<file path="src/rtl/move_commit_writer.sv">
// Commits an accepted move to the board RAM: read src/dst, check colour/ownership, write dst, clear src.
// Optional pawn auto-promotion to queen on the far rank when AUTO_PROMOTE_EN is defined.
module move_commit_writer #(
  parameter int unsigned SQ_W       = 6,
  parameter int unsigned PIECE_W    = 4,
  parameter logic        START_TURN = 1'b0
) (
  input  logic               clk,
  input  logic               rst_n,
  input  logic               req_valid,
  output logic               req_ready,
  input  logic [SQ_W-1:0]    req_src,
  input  logic [SQ_W-1:0]    req_dst,
  output logic [SQ_W-1:0]    mem_addr,
  output logic               mem_we,
  output logic [PIECE_W-1:0] mem_wdata,
  input  logic [PIECE_W-1:0] mem_rdata,
  output logic               done,
  output logic               ok,
  output logic [PIECE_W-1:0] captured,
  output logic               turn,
  output logic               king_taken
);

  localparam int unsigned ColBit = PIECE_W - 1;

  typedef enum logic [2:0] {
    StIdle,
    StRdSrc,
    StRdDst,
    StCheck,
    StWrDst,
    StWrSrc,
    StDone
  } state_e;

  state_e             stateQ, stateD;
  logic [SQ_W-1:0]    srcQ, dstQ;
  logic [PIECE_W-1:0] srcPieceQ, dstPieceQ;
  logic               okQ, turnQ, kingTakenQ;
  logic [PIECE_W-1:0] capturedQ;
  logic               legal;
  logic [PIECE_W-1:0] wrPiece;

  // dst piece is taken straight from the RAM read port during CHECK
  assign legal = (srcPieceQ[2:0] != 3'd0) && (srcQ != dstQ) && (srcPieceQ[ColBit] == turnQ) &&
                 ((mem_rdata[2:0] == 3'd0) || (mem_rdata[ColBit] != srcPieceQ[ColBit]));

`ifdef AUTO_PROMOTE_EN
  logic [2:0] farRank;
  assign farRank = srcPieceQ[ColBit] ? 3'd0 : 3'd7;
  assign wrPiece = ((srcPieceQ[2:0] == 3'd1) && (dstQ[SQ_W-1 -: 3] == farRank)) ?
                   PIECE_W'({srcPieceQ[ColBit], 3'd5}) : srcPieceQ;
`else
  assign wrPiece = srcPieceQ;
`endif

  always_comb begin
    stateD    = stateQ;
    mem_addr  = '0;
    mem_we    = 1'b0;
    mem_wdata = '0;
    req_ready = 1'b0;
    done      = 1'b0;
    unique case (stateQ)
      StIdle: begin
        req_ready = 1'b1;
        if (req_valid) stateD = StRdSrc;
      end
      StRdSrc: begin
        mem_addr = srcQ;
        stateD   = StRdDst;
      end
      StRdDst: begin
        mem_addr = dstQ;
        stateD   = StCheck;
      end
      StCheck: begin
        mem_addr = dstQ;
        stateD   = legal ? StWrDst : StDone;
      end
      StWrDst: begin
        mem_addr  = dstQ;
        mem_we    = 1'b1;
        mem_wdata = wrPiece;
        stateD    = StWrSrc;
      end
      StWrSrc: begin
        mem_addr = srcQ;
        mem_we   = 1'b1;
        stateD   = StDone;
      end
      StDone: begin
        done   = 1'b1;
        stateD = StIdle;
      end
      default: stateD = StIdle;
    endcase
  end

  always_ff @(posedge clk or negedge rst_n) begin
    if (!rst_n) begin
      stateQ     <= StIdle;
      srcQ       <= '0;
      dstQ       <= '0;
      srcPieceQ  <= '0;
      dstPieceQ  <= '0;
      okQ        <= 1'b0;
      capturedQ  <= '0;
      turnQ      <= START_TURN;
      kingTakenQ <= 1'b0;
    end else begin
      stateQ <= stateD;
      if ((stateQ == StIdle) && req_valid) begin
        srcQ <= req_src;
        dstQ <= req_dst;
      end
      if (stateQ == StRdDst) srcPieceQ <= mem_rdata;
      if (stateQ == StCheck) begin
        dstPieceQ <= mem_rdata;
        if (!legal) begin
          okQ       <= 1'b0;
          capturedQ <= '0;
        end
      end
      // Results become visible in the DONE cycle
      if (stateQ == StWrSrc) begin
        okQ       <= 1'b1;
        capturedQ <= dstPieceQ;
        turnQ     <= ~turnQ;
        if (dstPieceQ[2:0] == 3'd6) kingTakenQ <= 1'b1;
      end
    end
  end

  assign ok         = okQ;
  assign captured   = capturedQ;
  assign turn       = turnQ;
  assign king_taken = kingTakenQ;

endmodule

</file>
<file path="config.mk">
export PLATFORM = sky130hd
export DESIGN_NAME = move_commit_writer
export DESIGN_NICKNAME = d
export VERILOG_FILES = /design/src/rtl/move_commit_writer.sv
export SDC_FILE = /design/constraint.sdc
export NUM_CORES = 1
export LEC_CHECK = 0
export ABC_AREA = 1
export ABC_CLOCK_PERIOD_IN_PS = 1700
export CAP_MARGIN = 40
export CORE_MARGIN = 4
export CORE_UTILIZATION = 40
export CTS_CLUSTER_DIAMETER = 120
export DETAILED_ROUTE_END_ITERATION = 8
export DONT_BUFFER_PORTS = 1
export GPL_TIMING_DRIVEN = 0
export PLACE_DENSITY_LB_ADDON = 0.1
export SLEW_MARGIN = 0
export SYNTH_ARGS = -nofsm -noshare
export SYNTH_HDL_FRONTEND = slang
export SYNTH_SLANG_ARGS = --single-unit
</file>
<file path="constraint.sdc">
create_clock -name clk -period 1.7 [get_ports clk]
set_input_delay 0.34 -clock clk [delete_from_list [all_inputs] [get_ports clk]]
set_output_delay 0.34 -clock clk [all_outputs]
set_load 0.01 [all_outputs]
</file>
==> flow_summary.yaml, run 1 <==
floorplan:
  dieArea_sq_mm: 0.004653
  row_count: 21
  fp.dieW_um: 68.21
  start_util: 0.4245
  die_h_um: 68.21
  coreArea_sq_mm: 0.003416
  io_pins: 39
timing:
  setup_ws_ns: -0.08923
  fmax_mhz: 558.9
  setup_viol: 10
  fin_crit_sh: 1.052
  worstMarginPinSlew_ns: 0.3523
  drv_slew: 0
  finalHoldViolCount: 0
  finalWorstPathRequiredPeriod_ns: 1.789
  rsz0062_at_grt: "yes"
  setup-tns-final_ns: -0.5492
  maxSlewHeadroom: 0.7646
  skew_ns: 0.01483
power:
  p_int_uw: 1836
  power_density_mw_per_mm2: 1983
  p_comb_frac: 0.487
  p_leak_uw: 0.0008839
  peakVddDrop_uv: 1077
  power_frac_seq: 0.380
  switching_share: 0.4594
  power_frac_clock: 0.133
  p_switching_uw: 1560
  p_total_uw: 3396
hold_path:
  min-delay-start: "req_src[1]"
  hold_end: "srcQ[1]"
  min_path_type: "primary input to flip-flop"
  hold_depth: 2
synthesis:
  ys_ff_latch: 30
  avgSynthCellArea_sq_um: 7.968
  ys_seq_area_frac: 0.5177
  synth.distinct_cells: 19
  synth_nets: 201
  synth_area_leaders: "dfrtp_1 52%, nand2_1 13%, inv_1 7.0%"
  syn_inst: 182
  netlist_area_sq_mm: 0.001450
  synthDominantCellAreaShare: 0.5177
  yosysWarningCount: 0
  yosys.area.top_type: "dfrtp_1"
route:
  vias: 1160
  drtIter0Drc: 90
  avgViaCountPerCell: 4.833
  wl_mm: 3.258
  wire_per_inst_um: 13.58
  drt.antenna.violating_nets: 0
  drc: 0
  drt_first_pass_iters: 4
clock_tree:
  clock_path_buffers: 2
  htreeDepth: 2
  root_buffer: "clkbuf_4"
  clock-sinks: 30
  cts_buffers: 5
  clock_latency_ns: 0.33
  cts_tree: "yes"
  clk_pin_slew_ns: 0.10
finish:
  fillers: 352
  layoutNonFillerInstCount: 240
  num_antenna_cells: 0
  seq_area_sq_um: 752.0
  area_delta_synth_final_pct: 18.12
  final_nets: 212
  drive_above_1_share: 0.1959
  multi_input_area_sq_um: 635.6
worst_setup_path:
  timing.rr.end: "srcQ[4]"
  start_kind: "flip-flop"
  cp.required_ns: 1.36
  reg2reg_from: "stateQ[1]"
  crit_slowest_cell: "dfrtp_2"
  slowest_delay_ns: 0.48
  crit_family: "flip-flops"
  r2r_slack_ns: 0.35
  cp_num_buf_inv: 1
  path_cells: "inv_4 -> nor2_4 -> a21oi_4 -> o22ai_2"
  critical_path_class: "flip-flop to output pin"
  r2r_cells: 8
  worst_setup_path_end_kind: "output pin"
  path_max_fanout: 6
  cp.arrival_ns: 1.45
run_status:
  violations: "setup timing"
  status: "complete, but fails checks"
place:
  gp_congestion: 0.7626
  post-place-cells: 228
  port_buffers: 0
  hpwlAfterDp_mm: 2.364
grt:
  grt_overflow_total: 0
  grt_max_degree: 31
  antenna_found_initial: 0
  grt_pass1_vias: 1221
  grt_usage: 0.1612
  grt_pass1_wl_mm: 5.347
flow_run:
  maxCapViolCount: 0
## kinds of logic after synthesis
logic type	Yosys count	share of synthesized area
buffers and inverters	33	0.1061
AND/OR/NAND/NOR	88	0.2545
XOR/XNOR	1	0.006041
flip-flops	30	0.5177
AO/OA/AOI/OAI	30	0.1156
## state kept, by name (all words and copies together) (netlist names)
name        count
captured        4
dstPieceQ       4
dstQ            6
king_taken      1
ok              1
srcPieceQ       4
srcQ            6
stateQ          3
turn            1
## placed cells by master (no fill, tap or decap), types with 2 or more instances in the layout
master    netlist  layout
clkbuf_4        0       5
nor2_1         24      19
inv_1          27      24
inv_4           0       2
a21oi_1        12      12
inv_2           2       3
dfrtp_1        30      29
nand2_1        50      50
buf_6           4       4
o22ai_2         0       5
nand3_1         8       8
buf_4           0       2
nor2_4          2       7
o21ai_0         9       9
## metrics by stage
step	hold slack (ns)	instance area, sq um	util	setup slack (ns)
2_1_floorplan	0.04441	1450	-	0.3158
3_3_place_gp	0.04528	1508	0.4414	0.1357
3_5_place_dp	0.04529	1508	0.4414	0.1172
4_1_cts	0.1440	1688	0.4941	-0.1071
5_1_grt	0.1456	1713	0.5015	-0.1819
6_report	0.1575	1713	0.5015	-0.08923
## power groups by stage
stage	Clock (uW)	Combinational [uW]	Sequential, uW
finish	453	1650	1290
global route	502	1870	1340
CTS	473	1590	1290
detailed placement	0	1370	1300
global placement	0	1320	1280
floorplan	0	1120	1240
## timing repair
action	CTS	global route
hold buffers	2	0
endpoints found under the setup margin	10	10
cloned	0	0
pin swaps	1	1
endpoints found under the hold margin	30	0
buffers inserted	0	3
resized for setup	22	2
## cell type report
| class | instances | area share |
|---|---|---|
| flip-flops and latches | 30 | 0.4390 |
| multi-input cells | 119 | 0.3711 |
| inverters | 29 | 0.06647 |
| well taps | 46 | 0.03360 |
| clock buffers | 6 | 0.02995 |
| repair buffers | 4 | 0.02630 |
| plain buffers | 4 | 0.02630 |
| clock inverters | 2 | 0.007305 |
## worst max path at each step
stage	from	to	slack (ns)	depth (start not counted)
finish	stateQ[2]	mem_addr[2]	-0.09	4
global route	stateQ[2]	mem_addr[2]	-0.18	4
CTS	stateQ[1]	mem_addr[2]	-0.11	6
detailed placement	stateQ[2]	mem_addr[2]	0.12	4
global placement	stateQ[2]	mem_addr[2]	0.14	4
floorplan	stateQ[1]	mem_addr[0]	0.32	6
## Yosys cell counts, drive strengths merged
library cell / n
nand2: 52
dfrtp: 30
inv: 29
nor2: 27
a21oi: 13
o21ai: 9
nand3: 8
o22ai: 6
buf: 4
nor3: 1
o21bai: 1
o311ai: 1
xor2: 1
## metal layers
layer | track usage | wire (um) | share of wire
met1 | 0.1935 | 1419 | 0.44
met2 | 0.2479 | 1532 | 0.47
met3 | 0.07389 | 261 | 0.080
met4 | 0.06948 | 44 | 0.014
met5 | 0 | 0 | 0
## worst reg2reg max path, stage by stage (launching register included)
cell and delay (ns):
dfrtp_1 0.38, buf_6 0.13, nor2_4 0.12, inv_4 0.06, nor2_4 0.14, nand2_4 0.10
buf_6 0.15, nor2_1 0.09, a21oi_1 0.05
(Power assumes the default switching activity.)
==> run 2: changes to the inputs <==
--- a/config.mk
+++ b/config.mk
@@ -9,7 +9,8 @@
 export ABC_CLOCK_PERIOD_IN_PS = 1700
 export CAP_MARGIN = 40
 export CORE_MARGIN = 4
-export CORE_UTILIZATION = 40
+export CORE_UTILIZATION = 65
+export CTS_BUF_LIST = sky130_fd_sc_hd__clkbuf_4 sky130_fd_sc_hd__clkbuf_8
 export CTS_CLUSTER_DIAMETER = 120
 export DETAILED_ROUTE_END_ITERATION = 8
 export DONT_BUFFER_PORTS = 1
==> run 2 against run 1 <==
  * Global-route usage increased by 12 points
  * Die area fell by 34%
  * Setup slack worse by 0.014 ns
  * Fmax shrank 0.79%
  * Largest power group unchanged
  * Non-clock buffer count rose by 6
  * Wire length is 35% higher
  * Sequential share of layout area shrank 2.2 points
  * The flow still finishes with violations (setup timing)
  * Hold slack improved by 0.0034 ns
  * Register-to-register slack worse by 0.19 ns
==> flow_summary.yaml, run 2 (synthesized netlist as in run 1, its figures left out) <==
route:
  vias: 1360
  drtIter0Drc: 72
  wire_per_inst_um: 19.32
  drt.antenna.violating_nets: 0
  wl_mm: 4.386
  avgViaCountPerCell: 5.991
  drt_first_pass_iters: 4
  drc: 0
grt:
  antenna_found_initial: 0
  grt_max_degree: 31
  grt_overflow_total: 0
  grt_pass1_wl_mm: 6.479
  grt_pass1_vias: 1347
  grt_usage: 0.2813
place:
  placed_area_sq_mm: 0.001484
  pre_cts_ws_ns: 0.1727
  port_buffers: 0
  hpwlAfterDp_mm: 2.224
  gp_congestion: 0.7943
floorplan:
  dieArea_sq_mm: 0.003051
  fp.dieW_um: 55.24
  die_h_um: 55.24
  row_count: 16
  io_pins: 39
  coreArea_sq_mm: 0.002042
  start_util: 0.7102
clock_tree:
  root_buffer: "clkbuf_4"
  clock-sinks: 30
  clock_path_buffers: 2
  clk_pin_slew_ns: 0.10
  cts_buffers: 5
  cts_tree: "yes"
  clock_latency_ns: 0.34
  htreeDepth: 2
hold_path:
  min_path_type: "primary input to flip-flop"
power:
  peakVddDrop_uv: 2004
  power_density_mw_per_mm2: 2205
  p_total_uw: 3978
  power_frac_clock: 0.117
  p_int_uw: 2075
  p_switching_uw: 1902
  p_leak_uw: 0.0009161
  p_comb_frac: 0.551
  power_frac_seq: 0.332
  switching_share: 0.4782
timing:
  worstMarginPinSlew_ns: 0.3539
  rsz0062_at_grt: "yes"
  whs_ns: 0.1609
  maxSlewHeadroom: 0.7634
  fin_crit_sh: 1.061
  setup_viol: 10
  skew_ns: 0.01034
  finalWorstPathRequiredPeriod_ns: 1.803
  fmax_mhz: 554.5
  setup_ws_ns: -0.1034
  drv_slew: 0
  finalHoldViolCount: 0
worst_setup_path:
  slowest_delay_ns: 0.40
  start_kind: "flip-flop"
  path_max_fanout: 7
  critical_path_class: "flip-flop to output pin"
  worst_setup_path_end_kind: "output pin"
  crit_slowest_cell: "dfrtp_1"
  cp.arrival_ns: 1.46
  cp.required_ns: 1.36
  path_cells: "buf_6 -> nor2_4 -> clkinvlp_4 -> buf_12 -> o22ai_4"
finish:
  top_regs: "dstQ (6), srcQ (6)"
  drive_above_1_share: 0.2300
  final_nets: 218
  area_delta_synth_final_pct: 24.42
  num_antenna_cells: 0
  final_cell_mix: "50 x nand2_1, 28 x dfrtp_1, 23 x inv_1"
  final_common_cell: "nand2_1"
  fin_area_sq_mm: 0.001804
flow_run:
  maxCapViolCount: 0
run_status:
  violations: "setup timing"
  status: "complete, but fails checks"
[run 2: cell types whose count changed in the layout (fill, tap and decap cells not counted), sizes merged]
cell,previous run,this run
clkinvlp,1,2
buf,7,13
inv,29,28
[run 2: timing repair]
item	in CTS	in global routing
pin swaps	4	2
hold buffers	2	0
endpoints found under the setup margin	10	10
resized for setup	24	8
hold endpoints to repair	30	0
setup buffers	7	2
[run 2: critical path: cells and delay by family (launching register included)]
family / cells / cell delay, ns
buffers and inverters: 3 / 0.42
flip-flops: 1 / 0.40
AND/OR/NAND/NOR: 1 / 0.12
AO/OA/AOI/OAI: 1 / 0.18
[run 2: power groups by stage]
| stage | logic (uW) | clock network (uW) | registers (uW) |
|---|---|---|---|
| 2_1_floorplan | 1120 | 0 | 1240 |
| 3_3_place_gp | 1290 | 0 | 1280 |
| 3_5_place_dp | 1360 | 0 | 1290 |
| 4_1_cts | 1940 | 461 | 1280 |
| 5_1_grt | 2370 | 503 | 1360 |
| 6_report | 2190 | 464 | 1320 |
[run 2: per-stage QoR]
| stage | setup TNS (ns) | utilization | instances |
|---|---|---|---|
| after floorplan | 0 | - | 182 |
| after global placement | 0 | 0.7267 | 209 |
| after detailed placement | 0 | 0.7267 | 209 |
| after CTS | -0.4585 | 0.8603 | 226 |
| after global routing | -1.591 | 0.8836 | 227 |
| final | -0.8468 | 0.8836 | 227 |
[run 2: worst paths after layout]
kind | start | end | slack [ns] | cells past startpoint
max | stateQ[1] | mem_addr[5] | -0.10 | 5
max in group asynchronous | rst_n | stateQ[2] | 1.09 | 2
min in group asynchronous | rst_n | ok | 0.43 | 2
min | req_src[1] | srcQ[1] | 0.16 | 2
min reg2reg | dstPieceQ[0] | king_taken | 0.49 | 1
max reg2reg | stateQ[1] | srcQ[0] | 0.16 | 9
[run 2: routing by layer]
metal	vias up	share of wire	global-route usage
li1	606	-	-
met1	642	0.35	0.3210
met2	92	0.51	0.4713
met3	20	0.085	0.1026
met4	0	0.052	0.1215
met5	-	0	0
[run 2: final cells by class]
class | instances | area [sq um]
Sequential cell | 30 | 753.2
Multi-Input combinational cell | 119 | 678.2
Fill cell | 96 | 237.7
Timing Repair Buffer | 10 | 115.1
Inverter | 29 | 115.1
Clock buffer | 6 | 51.30
Buffer | 4 | 45.04
Tap cell | 27 | 33.78
Clock inverter | 2 | 12.51
